[config.mk]
export PLATFORM = sky130hd
export DESIGN_NAME = bcd_display_converter
export DESIGN_NICKNAME = d
export VERILOG_FILES = /design/src/rtl/display_pkg.sv /design/src/rtl/bcd_digit_adjust.sv /design/src/rtl/bcd_display_converter.sv
export SDC_FILE = /design/constraint.sdc
export NUM_CORES = 1
export LEC_CHECK = 0
export CAP_MARGIN = 20
export CORE_MARGIN = 2
export CORE_UTILIZATION = 55
export CTS_CLUSTER_DIAMETER = 30
export DETAILED_ROUTE_END_ITERATION = 12
export HOLD_SLACK_MARGIN = 0.03
export PLACE_DENSITY = 0.8
export SLEW_MARGIN = 20
export SYNTH_ARGS = -nofsm -noshare
export SYNTH_HDL_FRONTEND = slang
export SYNTH_SLANG_ARGS = --single-unit
[constraint.sdc]
create_clock -name clock -period 2.1 [get_ports clock]
set_input_delay 0.525 -clock clock [delete_from_list [all_inputs] [get_ports clock]]
set_output_delay 0.525 -clock clock [all_outputs]
set_load 0.01 [all_outputs]
[src/rtl/display_pkg.sv]
`default_nettype none
// ============================================================================
//  Module      : display_pkg
//  Description : Shared types and constants for the BCD display converter.
//                Holds the converter state encoding and the double-dabble
//                per-digit adjust constants.
//  Revision    : 1.0 - initial release
// ============================================================================
package display_pkg;

    // Converter control states
    typedef enum logic [1:0] {
        IDLE  = 2'd0,
        SHIFT = 2'd1,
        DONE  = 2'd2
    } state_t;

    // Width of one BCD digit
    localparam int BCD_DIGIT_W = 4;

    // A digit at or above this value would exceed 9 after the next shift
    localparam logic [BCD_DIGIT_W-1:0] BCD_ADJ_THRESHOLD = 4'd5;

    // Correction added to such a digit before shifting
    localparam logic [BCD_DIGIT_W-1:0] BCD_ADJ_ADD = 4'd3;

endpackage : display_pkg
`default_nettype wire

[src/rtl/bcd_digit_adjust.sv]
`default_nettype none
// ============================================================================
//  Module      : bcd_digit_adjust
//  Description : Combinational double-dabble digit correction. Adds 3 to a
//                BCD digit whose value is 5 or more, otherwise passes it
//                through unchanged.
//  Ports       : digit_in  - 4-bit BCD digit before correction
//                digit_out - 4-bit BCD digit after correction
//  Revision    : 1.0 - initial release
// ============================================================================
module bcd_digit_adjust
    import display_pkg::*;
(
    input  logic [BCD_DIGIT_W-1:0] digit_in,
    output logic [BCD_DIGIT_W-1:0] digit_out
);

    always_comb begin
        if (digit_in >= BCD_ADJ_THRESHOLD) begin
            digit_out = digit_in + BCD_ADJ_ADD;
        end else begin
            digit_out = digit_in;
        end
    end

endmodule : bcd_digit_adjust
`default_nettype wire

[src/rtl/bcd_display_converter.sv]
`default_nettype none
// ============================================================================
//  Module      : bcd_display_converter
//  Description : Sequential binary-to-BCD converter (double dabble, one bit
//                per clock). Reconverts whenever the input value differs
//                from the last latched value or on a start pulse, and keeps
//                the last completed digits stable on bcd.
//  Ports       : clock    - system clock, rising edge
//                reset    - synchronous active-high reset
//                value    - binary value to display
//                start    - forces reconversion of the current value
//                bcd      - registered BCD digits, [3:0] = ones
//                negative - sign flag (SIGNED_DISPLAY_EN only, else 0)
//                busy     - conversion in progress
//                valid    - one-cycle pulse when bcd updates
//  Options     : SIGNED_DISPLAY_EN - treat value as two's complement and
//                display sign + magnitude
//  Revision    : 1.0 - initial release
// ============================================================================
module bcd_display_converter
    import display_pkg::*;
#(
    parameter int DATA_W = 8,
    parameter int DIGITS = 3
)
(
    input  logic                        clock,
    input  logic                        reset,
    input  logic [DATA_W-1:0]           value,
    input  logic                        start,
    output logic [BCD_DIGIT_W*DIGITS-1:0] bcd,
    output logic                        negative,
    output logic                        busy,
    output logic                        valid
);

    localparam int SCR_W = BCD_DIGIT_W * DIGITS;
    localparam int CNT_W = (DATA_W > 1) ? $clog2(DATA_W) : 1;
    localparam logic [CNT_W-1:0] LAST_BIT = CNT_W'(DATA_W - 1);

    state_t              state;
    state_t              state_next;
    logic [DATA_W-1:0]   latched;
    logic [DATA_W-1:0]   operand;
    logic [DATA_W-1:0]   operand_load;
    logic [SCR_W-1:0]    scratch;
    logic [SCR_W-1:0]    adjusted;
    logic [SCR_W+DATA_W-1:0] shifted;
    logic [CNT_W-1:0]    count;
    logic                trigger;
    logic                last_shift;

    // start and a value change in the same cycle collapse into one trigger
    assign trigger    = (value != latched) || start;
    assign last_shift = (count == LAST_BIT);

    // ------------------------------------------------------------------
    // Per-digit add-3 correction ahead of each shift
    // ------------------------------------------------------------------
    for (genvar i = 0; i < DIGITS; i++) begin : g_adj
        bcd_digit_adjust u_adj (
            .digit_in  (scratch [i*BCD_DIGIT_W +: BCD_DIGIT_W]),
            .digit_out (adjusted[i*BCD_DIGIT_W +: BCD_DIGIT_W])
        );
    end

    // Corrected scratch and operand shift left together as one register
    assign shifted = {adjusted, operand} << 1;

    // ------------------------------------------------------------------
    // Optional sign handling
    // ------------------------------------------------------------------
`ifdef SIGNED_DISPLAY_EN
    logic neg_pending;

    // Most negative input negates to itself, which reads correctly as an
    // unsigned magnitude
    assign operand_load = value[DATA_W-1] ? (~value + 1'b1) : value;

    always_ff @(posedge clock) begin
        if (reset) begin
            neg_pending <= 1'b0;
            negative    <= 1'b0;
        end else begin
            if (state == IDLE && trigger) begin
                neg_pending <= value[DATA_W-1];
            end
            // Sign updates only together with the digits
            if (state == DONE) begin
                negative <= neg_pending;
            end
        end
    end
`else
    assign operand_load = value;
    assign negative     = 1'b0;
`endif

    // ------------------------------------------------------------------
    // State register
    // ------------------------------------------------------------------
    always_ff @(posedge clock) begin
        if (reset) begin
            state <= IDLE;
        end else begin
            state <= state_next;
        end
    end

    // ------------------------------------------------------------------
    // Next-state logic
    // ------------------------------------------------------------------
    always_comb begin
        state_next = state;
        case (state)
            IDLE:    if (trigger)    state_next = SHIFT;
            SHIFT:   if (last_shift) state_next = DONE;
            DONE:                    state_next = IDLE;
            default:                 state_next = IDLE;
        endcase
    end

    // ------------------------------------------------------------------
    // Datapath and output registers
    // ------------------------------------------------------------------
    always_ff @(posedge clock) begin
        if (reset) begin
            latched <= '0;
            operand <= '0;
            scratch <= '0;
            count   <= '0;
            bcd     <= '0;
            busy    <= 1'b0;
            valid   <= 1'b0;
        end else begin
            valid <= 1'b0;
            case (state)
                IDLE: begin
                    if (trigger) begin
                        latched <= value;
                        operand <= operand_load;
                        scratch <= '0;
                        count   <= '0;
                        busy    <= 1'b1;
                    end
                end
                SHIFT: begin
                    scratch <= shifted[SCR_W+DATA_W-1:DATA_W];
                    operand <= shifted[DATA_W-1:0];
                    if (!last_shift) begin
                        count <= count + 1'b1;
                    end
                end
                DONE: begin
                    bcd   <= scratch;
                    valid <= 1'b1;
                    busy  <= 1'b0;
                end
                default: begin
                    busy <= 1'b0;
                end
            endcase
        end
    end

endmodule : bcd_display_converter
`default_nettype wire

==> metrics.md, run 1 <==
| Metric | Value |
|---|---|
| DRC Markers | `0` |
| Setup_tns | `0 ns` |
| Finished Layout Cells | `347` |
| CP Capture Type | `flip-flop` |
| GPL Wtd Cong | `0.823` |
| Number of I/O port buffers | `24` |
| Yosys warnings | `0` |
| Largest net degree at the start of global routing | `29` |
| Post-route ant nets | `0` |
| Final WS setup | `0.258 ns` |
| Initial DRC count | `146` |
| Cells after DPL | `338` |
| Fin. Hold Viols | `0` |
| Die span in y | `67.3 um` |
| Synth cell types | `35` |
| Least-Margin Pin Slew | `0.512 ns` |
| Die Area | `4540 um2` |
| Routed WL | `4.94 mm` |
| Layout cell share with drive strength beyond 1 | `0.162` |
| Sink Count | `47` |
| CP arrival | `2.06 ns` |
| #FFs+latches synth | `47` |
| Mapped Cells | `259` |
| Initial antenna violation count | `0` |
| Clock buffer depth | `2` |
| First drt pass iteration count | `5` |
| First-pass GRT wire length | `7.96 mm` |
| Chip width | `67.3 um` |
| Clock slew at reported path FFs | `0.08 ns` |
| Worst skew pair latency | `0.30 ns` |
| Final Net Count | `315` |
| Peak supply drop | `0.362 mV` |
| Avg WL per Cell | `14.2 um` |
| CP Class | `in -> reg` |
| H-tree Lvls | `2` |
| Clock skew | `0.00726 ns` |
| Vias per cell | `5.44` |
| Crit path launch type | `input port` |
| Syn avg cell area | `8.52 um2` |
| Max Clock Freq | `543 MHz` |
| Pre-CTS setup slack | `-0.387 ns` |
| Vias post-DR | `1889` |
| PwrDens | `614 nW/um2` |
| GRT Overall Usage | `0.235` |
| Max-cap violations | `0` |
| Layout area overhead | `26.1%` |
| Hold_buf cts | `0` |
| Rel. slew slack | `0.659` |
| Crit-path max FO | `6` |
| Initial core utilization | `0.560` |
| Cell Rows | `23` |
| IO Pins | `26` |
| Total CTS buffers | `5` |
| Final min period | `1.84 ns` |
| CTS tree | `done` |
| Root buffer cell | `clkbuf_8` |
| Post-synthesis sequential area ratio | `0.426` |
| Fin crit share | `0.877` |
| PnR Total Power | `1.71 mW` |
| Status | `completed` |
| Worst EP required | `2.32 ns` |
| Final Util | `0.706` |
| Core footprint | `3940 um2` |
| # diodes | `0` |
| Overflow after GRT | `0` |
| Post-Synthesis Cell Area | `2210 um2` |
| Static leakage | `1.14 nW` |
| Syn Nets | `278` |
| Hold Path Class | `reg -> reg` |
| DP Wirelength | `3.43 mm` |
| RSZ-0062 raised after global routing | `false` |
| Vias in the first global route | `1719` |
| Endpoints failing setup | `0` |
| Slew Limit Fails | `0` |
synthesized netlist by cell type:
cell type / n / area share
a211oi_1: 3 / 0.010
a21oi_1: 18 / 0.041
a22oi_1: 1 / 0.0034
a2bb2oi_1: 2 / 0.0079
a311oi_1: 1 / 0.0040
a31oi_1: 4 / 0.011
and2_1: 2 / 0.0057
buf_2: 2 / 0.0045
buf_4: 1 / 0.0034
buf_6: 1 / 0.0051
clkbuf_1: 14 / 0.024
conb_1: 1 / 0.0017
dfxtp_1: 47 / 0.43
ha_1: 8 / 0.045
inv_1: 7 / 0.012
mux2_2: 7 / 0.036
mux2i_1: 9 / 0.041
nand2_1: 33 / 0.056
nand2b_1: 6 / 0.017
nand3_1: 1 / 0.0023
nand4_1: 1 / 0.0028
nor2_1: 28 / 0.048
nor2b_1: 1 / 0.0028
nor3_1: 14 / 0.032
nor3b_1: 1 / 0.0034
o21a_1: 1 / 0.0034
o21ai_0: 6 / 0.014
o22ai_1: 10 / 0.028
o31a_1: 1 / 0.0040
o31a_2: 1 / 0.0045
o41ai_1: 3 / 0.012
or3_1: 6 / 0.017
or3b_1: 1 / 0.0040
xnor2_1: 15 / 0.060
xor2_1: 2 / 0.0079
state kept, by name, indices dropped and copies added (netlist names):
register  count
scratch      12
state         2
latched       8
busy          1
bcd          12
valid         1
operand       8
count         3
stage by stage:
step	cell area, um2	hold slack [ns]
floorplan	2210	0.432
global placement	2610	0.441
detailed placement	2610	0.446
CTS	2710	0.457
global route	2780	0.471
finish	2780	0.454
report_power, final:
part | internal (mW) | total [mW] | switching [mW]
registers | 0.922 | 0.951 | 0.0289
clock network | 0.234 | 0.525 | 0.291
logic | 0.118 | 0.232 | 0.114
layout by cell type, fill, tap and decap left out, types with 2 or more instances in the layout:
cell type	instances
a31oi_1	4
a2bb2oi_1	2
clkdlybuf4s50_1	16
nor2_1	28
nor3_1	10
inv_1	7
a21oi_1	18
clkbuf_8	5
nand2_1	33
dlymetal6s2s_1	8
nor3_2	4
buf_4	23
a211oi_2	3
o22ai_1	10
clkbuf_1	2
xnor2_1	15
ha_1	8
mux2_2	7
o21ai_0	6
o41ai_1	2
mux2i_1	9
and2_1	2
nand2b_1	6
or3_1	5
xor2_1	2
dfxtp_1	47
worst max-delay path: stages:
cell and delay [ns]:
clkdlybuf4s50_1 0.38, nand2b_1 0.17, or3_4 0.39, buf_4 0.17
o21a_2 0.23, a211oi_2 0.19
layout make-up:
cell class,instances,area (um2)
clock buffers,7,76.3
multi-input cells,187,1220
flip-flops and latches,47,941
well taps,50,62.6
fillers,307,1160
repair buffers,48,453
inverters,7,26.3
clock inverters,1,5.00
cells by family (layout without fill, tap and decap cells):
family,Yosys count,after routing,synth area share
AO/OA/AOI/OAI,51,51,0.143
XOR/XNOR,17,17,0.0675
adder cells (fa/ha/maj),8,8,0.0454
buffers and inverters,25,63,0.0488
flip-flops,47,47,0.426
multiplexers,16,16,0.0765
other,1,1,0.00170
AND/OR/NAND/NOR,94,94,0.190
routing by layer:
metal	wire length (um)	up-vias	track usage
li1	-	961	-
met1	2100	877	0.291
met2	2540	40	0.397
met3	185	11	0.0517
met4	110	0	0.0893
met5	0	-	0
what timing repair did:
item | in CTS | in global routing
pin swaps | 2 | 4
resized for setup | 2 | 17
setup endpoints to repair | 10 | 22
setup buffers | 1 | 0
hold endpoints to repair | 0 | 0
path summary, 6_finish.rpt:
kind	from	to	slack, ns	cells after the start
max	start	scratch[7]	0.26	6
min	bcd[3]	bcd[3]	0.45	2
max reg2reg	latched[7]	scratch[7]	0.35	6
min reg2reg	bcd[3]	bcd[3]	0.45	2
No activity file was read; power rests on OpenSTA's default activity.
==> run 2: changes to the inputs <==
Settings changed: CORE_UTILIZATION 55 to 50, PLACE_DENSITY 0.8 to 0.74.
==> run 2 against run 1 <==
Net effect:
- critical path depth increased by 1
- sequential cell count unchanged
- sequential share of layout area decreased by 0.48 points
- non-clock buffer count grew 3
- clock power up 24%
- maximum frequency is 10% lower
- clock skew grew 0.00096 ns
- global-route usage is 3.4 points lower
==> metrics.md, run 2 (synthesis results as in run 1) <==
| Metric | Value |
|---|---|
| GRT Overall Usage | `0.201 (-0.0341)` |
| Clock slew at reported path FFs | `0.08 ns (about the same)` |
| Finished Layout Cells | `351 (+1.2%)` |
| Commonest non-fill, non-tap cells in the layout | `dfxtp_1 (47), nand2_1 (33), nor2_1 (28)` |
| Endpoints failing setup | `0 (unchanged)` |
| Initial DRC count | `106 (-27%)` |
| Commonest non-fill, non-tap cell in the layout | `dfxtp_1` |
| Clock skew | `0.00822 ns (+0.000958 ns)` |
| Filler Cell Count | `361 (+18%)` |
| Flop pwr share | `0.520 (-0.037)` |
| Chip width | `70.4 um (+4.6%)` |
| Logic pwr share | `0.126 (-0.010)` |
| PwrDens | `649 nW/um2 (+5.8%)` |
| CP Class | `in -> reg` |
| Largest net degree at the start of global routing | `18 (-38%)` |
| Vias post-DR | `1889 (unchanged)` |
| Vias per cell | `5.38 (-1.1%)` |
| Final min period | `2.05 ns (+0.204 ns)` |
| Max Clock Freq | `489 MHz (-10%)` |
| CP Capture Type | `flip-flop` |
| Sw Ratio | `0.240 (-0.0136)` |
| Status | `completed` |
| Vias in the first global route | `1807 (+5.1%)` |
| Core footprint | `4290 um2 (+8.9%)` |
| Fin area | `2820 um2 (+1.4%)` |
| Number of I/O port buffers | `24 (unchanged)` |
| Slew Limit Fails | `0 (unchanged)` |
| Initial antenna violation count | `0 (unchanged)` |
| Final Net Count | `318 (+0.95%)` |
| Top flop regs | `bcd x12, scratch x12` |
| Hold Path Class | `reg -> reg` |
| Die Area | `4960 um2 (+9.4%)` |
| Fin crit share | `0.974 (+0.0972)` |
| Sink Count | `47 (unchanged)` |
| H-tree Lvls | `2 (unchanged)` |
| Max-cap violations | `0 (unchanged)` |
| DRC Markers | `0 (unchanged)` |
| Crit-path max FO | `4 (-2)` |
| Layout cell share with drive strength beyond 1 | `0.167 (+0.00561)` |
| Clock power share | `0.354 (+0.047)` |
| Rel. slew slack | `0.582 (-0.0769)` |
| Total CTS buffers | `5 (unchanged)` |
| IO Pins | `26 (unchanged)` |
| Layout area overhead | `27.9%` |
| GPL Wtd Cong | `0.801 (-2.6%)` |
| CTS tree | `done` |
| Worst R2R Setup Slack | `0.37 ns (+0.02 ns)` |
| DP Wirelength | `3.30 mm (-3.7%)` |
| Least-Margin Pin Slew | `0.626 ns (+0.115 ns)` |
| DP Area | `2630 um2 (+0.67%)` |
| Clock buffer depth | `2 (unchanged)` |
| P_int | `1.39 mW (+9.2%)` |
| Cell Rows | `24 (+4.3%)` |
| Peak supply drop | `0.397 mV (+9.6%)` |
| Static leakage | `1.14 nW (+0.18%)` |
| Net switching power figure | `0.440 mW (+1.5%)` |
| Initial core utilization | `0.514 (-0.0458)` |
| Post-route ant nets | `0 (unchanged)` |
| CP arrival | `2.28 ns (+0.22 ns)` |
| Root buffer cell | `clkbuf_8` |
| Setup_tns | `0 ns (unchanged)` |
| Crit path launch type | `input port` |
| Worst skew pair latency | `0.30 ns (about the same)` |
| Cells after DPL | `342 (+1.2%)` |
| Overflow after GRT | `0 (unchanged)` |
| Worst EP required | `2.33 ns (about the same)` |
| Hold_buf cts | `0 (unchanged)` |
| Fin. Hold Viols | `0 (unchanged)` |
| First drt pass iteration count | `4 (-1)` |
| Die span in y | `70.4 um (+4.6%)` |
| Routed WL | `4.76 mm (-3.5%)` |
| # diodes | `0 (unchanged)` |
| Avg WL per Cell | `13.6 um (-4.6%)` |
| First-pass GRT wire length | `7.96 mm (unchanged)` |
[run 2: path summary, 6_finish.rpt]
| path | start | to | cells after the start |
|---|---|---|---|
| worst max-delay path | value[0] | operand[3] | 7 |
| worst min-delay path | bcd[9] | bcd[9] | 2 |
| worst max register to register | state[0] | scratch[8] | 4 |
| worst min register to register | bcd[9] | bcd[9] | 2 |
[run 2: layout make-up]
type / instances / area [um2] / share of cell area
sequential: 47 / 941 / 0.333
multi-input combinational: 187 / 1220 / 0.432
timing repair buffer: 51 / 468 / 0.166
inverter: 7 / 26.3 / 0.00931
clock inverter: 1 / 30.0 / 0.0106
tap: 52 / 65.1 / 0.0230
clock buffer: 6 / 72.6 / 0.0257
[run 2: repair_timing]
| item | in CTS | in global routing |
|---|---|---|
| setup endpoints to repair | 6 | 20 |
| pin swaps | 1 | 5 |
| buffers inserted | 1 | 1 |
| gates resized for setup | 2 | 13 |
[run 2: per-stage QoR]
| stage | util | hold slack, ns | setup slack (ns) | power (mW) |
|---|---|---|---|---|
| after global placement | 0.613 | 0.441 | -0.282 | 1.18 |
| final | 0.657 | 0.454 | 0.0542 | 1.83 |
| after CTS | 0.641 | 0.457 | 0.00447 | 1.82 |
| after global routing | 0.657 | 0.483 | -0.0114 | 1.90 |
| after detailed placement | 0.613 | 0.445 | -0.362 | 1.19 |
| after floorplan | - | 0.432 | 0.218 | 1.10 |
[run 2: power groups by stage]
stage                     Combinational (mW)  Sequential (mW)  Clock, mW
after global routing                   0.253            0.957      0.690
after CTS                              0.218            0.950      0.652
after floorplan                        0.138            0.961          0
after detailed placement               0.214            0.971          0
final                                  0.230            0.953      0.649
after global placement                 0.209            0.971          0
[run 2: worst max-delay path: stages]
cell             delay, ns
clkdlybuf4s50_1       0.49
xnor2_1               0.14
nand3_2               0.12
or3_4                 0.41
buf_4                 0.16
mux2_2                0.28
nor3_2                0.15
[run 2: layer usage]
layer	share of wire	GRT usage
met1	0.48	0.256
met2	0.47	0.324
met3	0.034	0.0577
met4	0.015	0.0684
met5	0	0
==> run 3: changes to the inputs <==
Settings changed: CAP_MARGIN 20 to 0.
Clock period 2.1 ns to 2.49 ns, I/O delays scaled along.
==> run 3 against run 2 <==
Net effect:
- critical path depth unchanged
- power is 20% lower
- sequential share of layout area up 2.1 points
- sequential power decreased by 16%
- routed wire length fell by 6.7%
- register-to-register slack improved by 0.29 ns
- clock-buffer cell count up 2
- critical endpoint is now scratch[11]
- highest routed layer unchanged
==> metrics.md, run 3 (synthesis results as in run 1) <==
| Metric | Value |
|---|---|
| Status | `completed` |
| CTS tree | `done` |
| Max Clock Freq | `451 MHz` |
| Delay-heaviest family, CP | `buffers and inverters` |
| Fin. Hold Viols | `0 (unchanged)` |
| Worst EP required | `2.71 ns (+0.38 ns)` |
| Initial DRC count | `119 (+12%)` |
| Slew Limit Fails | `0 (unchanged)` |
| First drt pass iteration count | `4 (unchanged)` |
| IO Pins | `26 (unchanged)` |
| Root buffer cell | `clkbuf_8` |
| Post-CTS sizing | `0 (-2)` |
| Least-Margin Pin Slew | `0.817 ns (+0.190 ns)` |
| Peak supply drop | `0.374 mV (-5.8%)` |
| Sink Count | `47 (unchanged)` |
| Commonest non-fill, non-tap cell in the layout | `dfxtp_1` |
| Worst path max stage delay | `0.50 ns (about the same)` |
| DP Wirelength | `3.13 mm (-5.3%)` |
| Cells after DPL | `332 (-2.9%)` |
| Crit-path cells | `clkdlybuf4s50_1 > xnor2_1 > nand4_1 > or3_1 > buf_4 > o21a_1 > a211oi_1` |
| Hold_buf cts | `0 (unchanged)` |
| GPL Wtd Cong | `0.790 (-1.4%)` |
| Final min period | `2.22 ns` |
| Endpoints failing setup | `0 (unchanged)` |
| Initial core utilization | `0.514 (unchanged)` |
| Met1 WL | `1.95 mm (-15%)` |
| Max Used Layer | `met4` |
| Max-cap violations | `0 (unchanged)` |
| Final Net Count | `306 (-3.8%)` |
| Clock slew at reported path FFs | `0.08 ns (about the same)` |
| Crit-path max FO | `9 (+5)` |
| Layout area overhead | `20.4%` |
| DRC Markers | `0 (unchanged)` |
| Fin crit share | `0.891` |
| Overflow after GRT | `0 (unchanged)` |
| H-tree Lvls | `2 (unchanged)` |
| Commonest non-fill, non-tap cells in the layout | `dfxtp_1 (47), nand2_1 (33), nor2_1 (28)` |
| CP Capture Type | `flip-flop` |
| Chip width | `70.4 um (unchanged)` |
| Finished Layout Cells | `340 (-3.1%)` |
| Clock skew | `0.00345 ns (-0.00477 ns)` |
| Initial antenna violation count | `0 (unchanged)` |
| Worst path bufs/invs | `2 (unchanged)` |
| Clock buffer depth | `2 (unchanged)` |
| First-pass GRT wire length | `7.73 mm (-2.8%)` |
| CP arrival | `2.43 ns (+0.15 ns)` |
| CP Class | `in -> reg` |
| Layout cell share with drive strength beyond 1 | `0.104 (-0.0631)` |
| Met2 wire length | `2.25 mm (+0.63%)` |
| CP max stage cell | `clkdlybuf4s50_1` |
| Crit path launch type | `input port` |
| Static leakage | `0.996 nW (-12%)` |
| Number of I/O port buffers | `24 (unchanged)` |
| Vias in the first global route | `1737 (-3.9%)` |
| Filler Cell Count | `408 (+13%)` |
| Top flop regs | `bcd x12, scratch x12` |
| RSZ-0062 raised after global routing | `false` |
| Die span in y | `70.4 um (unchanged)` |
| Hold Path Class | `reg -> reg` |
| Core footprint | `4290 um2 (unchanged)` |
| # diodes | `0 (unchanged)` |
| PwrDens | `553 nW/um2 (-15%)` |
| Vias post-DR | `1841 (-2.5%)` |
| Rel. slew slack | `0.455 (-0.127)` |
| Setup_tns | `0 ns (unchanged)` |
| Total CTS buffers | `5 (unchanged)` |
| Cell Rows | `24 (unchanged)` |
| Largest net degree at the start of global routing | `30 (+12)` |
| Routed WL | `4.45 mm (-6.7%)` |
| Die Area | `4960 um2 (unchanged)` |
| Worst skew pair latency | `0.30 ns (about the same)` |
| Post-route ant nets | `0 (unchanged)` |
| Post-CTS setup buffers | `0 (-1)` |
| Met3 wire length | `173 um (+6.1%)` |
| GRT Overall Usage | `0.196 (-0.00452)` |
| Avg WL per Cell | `13.1 um (-3.6%)` |
| Vias per cell | `5.41 (+0.61%)` |
==> run 3: area by class of cell <==
type,instances,area (um2),share of cell area
inverter,7,26.3,0.00989
timing repair buffer,39,365,0.138
clock buffer,8,100,0.0377
multi-input combinational,187,1160,0.436
sequential,47,941,0.354
tap,52,65.1,0.0245
==> run 3: worst reg2reg max path, delay by kind of cell, from the launching register on <==
| kind | cells | cell delay (ns) |
|---|---|---|
| flops | 1 | 0.86 |
| compound gates | 1 | 0.06 |
| simple gates | 3 | 0.82 |
==> run 3: power breakdown <==
| group | internal [mW] | switching (mW) |
|---|---|---|
| logic | 0.0888 | 0.0788 |
| clock network | 0.253 | 0.243 |
| registers | 0.778 | 0.0267 |
==> run 3: stage by stage <==
step | util | hold slack [ns] | cell area, um2 | total power, mW | setup WS (ns)
3_3_place_gp | 0.595 | 0.440 | 2560 | 0.986 | 0.0163
3_5_place_dp | 0.595 | 0.446 | 2560 | 0.990 | -0.0479
5_1_grt | 0.619 | 0.476 | 2660 | 1.54 | 0.177
2_1_floorplan | - | 0.432 | 2210 | 0.927 | 0.511
4_1_cts | 0.619 | 0.457 | 2660 | 1.49 | 0.271
6_report | 0.619 | 0.454 | 2660 | 1.47 | 0.272
==> run 3: layer usage <==
layer | track usage | vias up
li1 | - | 945
met1 | 0.239 | 856
met2 | 0.330 | 33
met3 | 0.0491 | 7
met4 | 0.0748 | 0
met5 | 0 | -
==> run 3: worst paths after layout <==
path	startpoint	depth (start not counted)	slack, ns	end
setup / recovery	value[5]	7	0.27	scratch[11]
hold / removal	bcd[11]	2	0.45	bcd[11]
setup reg to reg	state[0]	4	0.66	scratch[8]
hold reg to reg	bcd[11]	2	0.45	bcd[11]
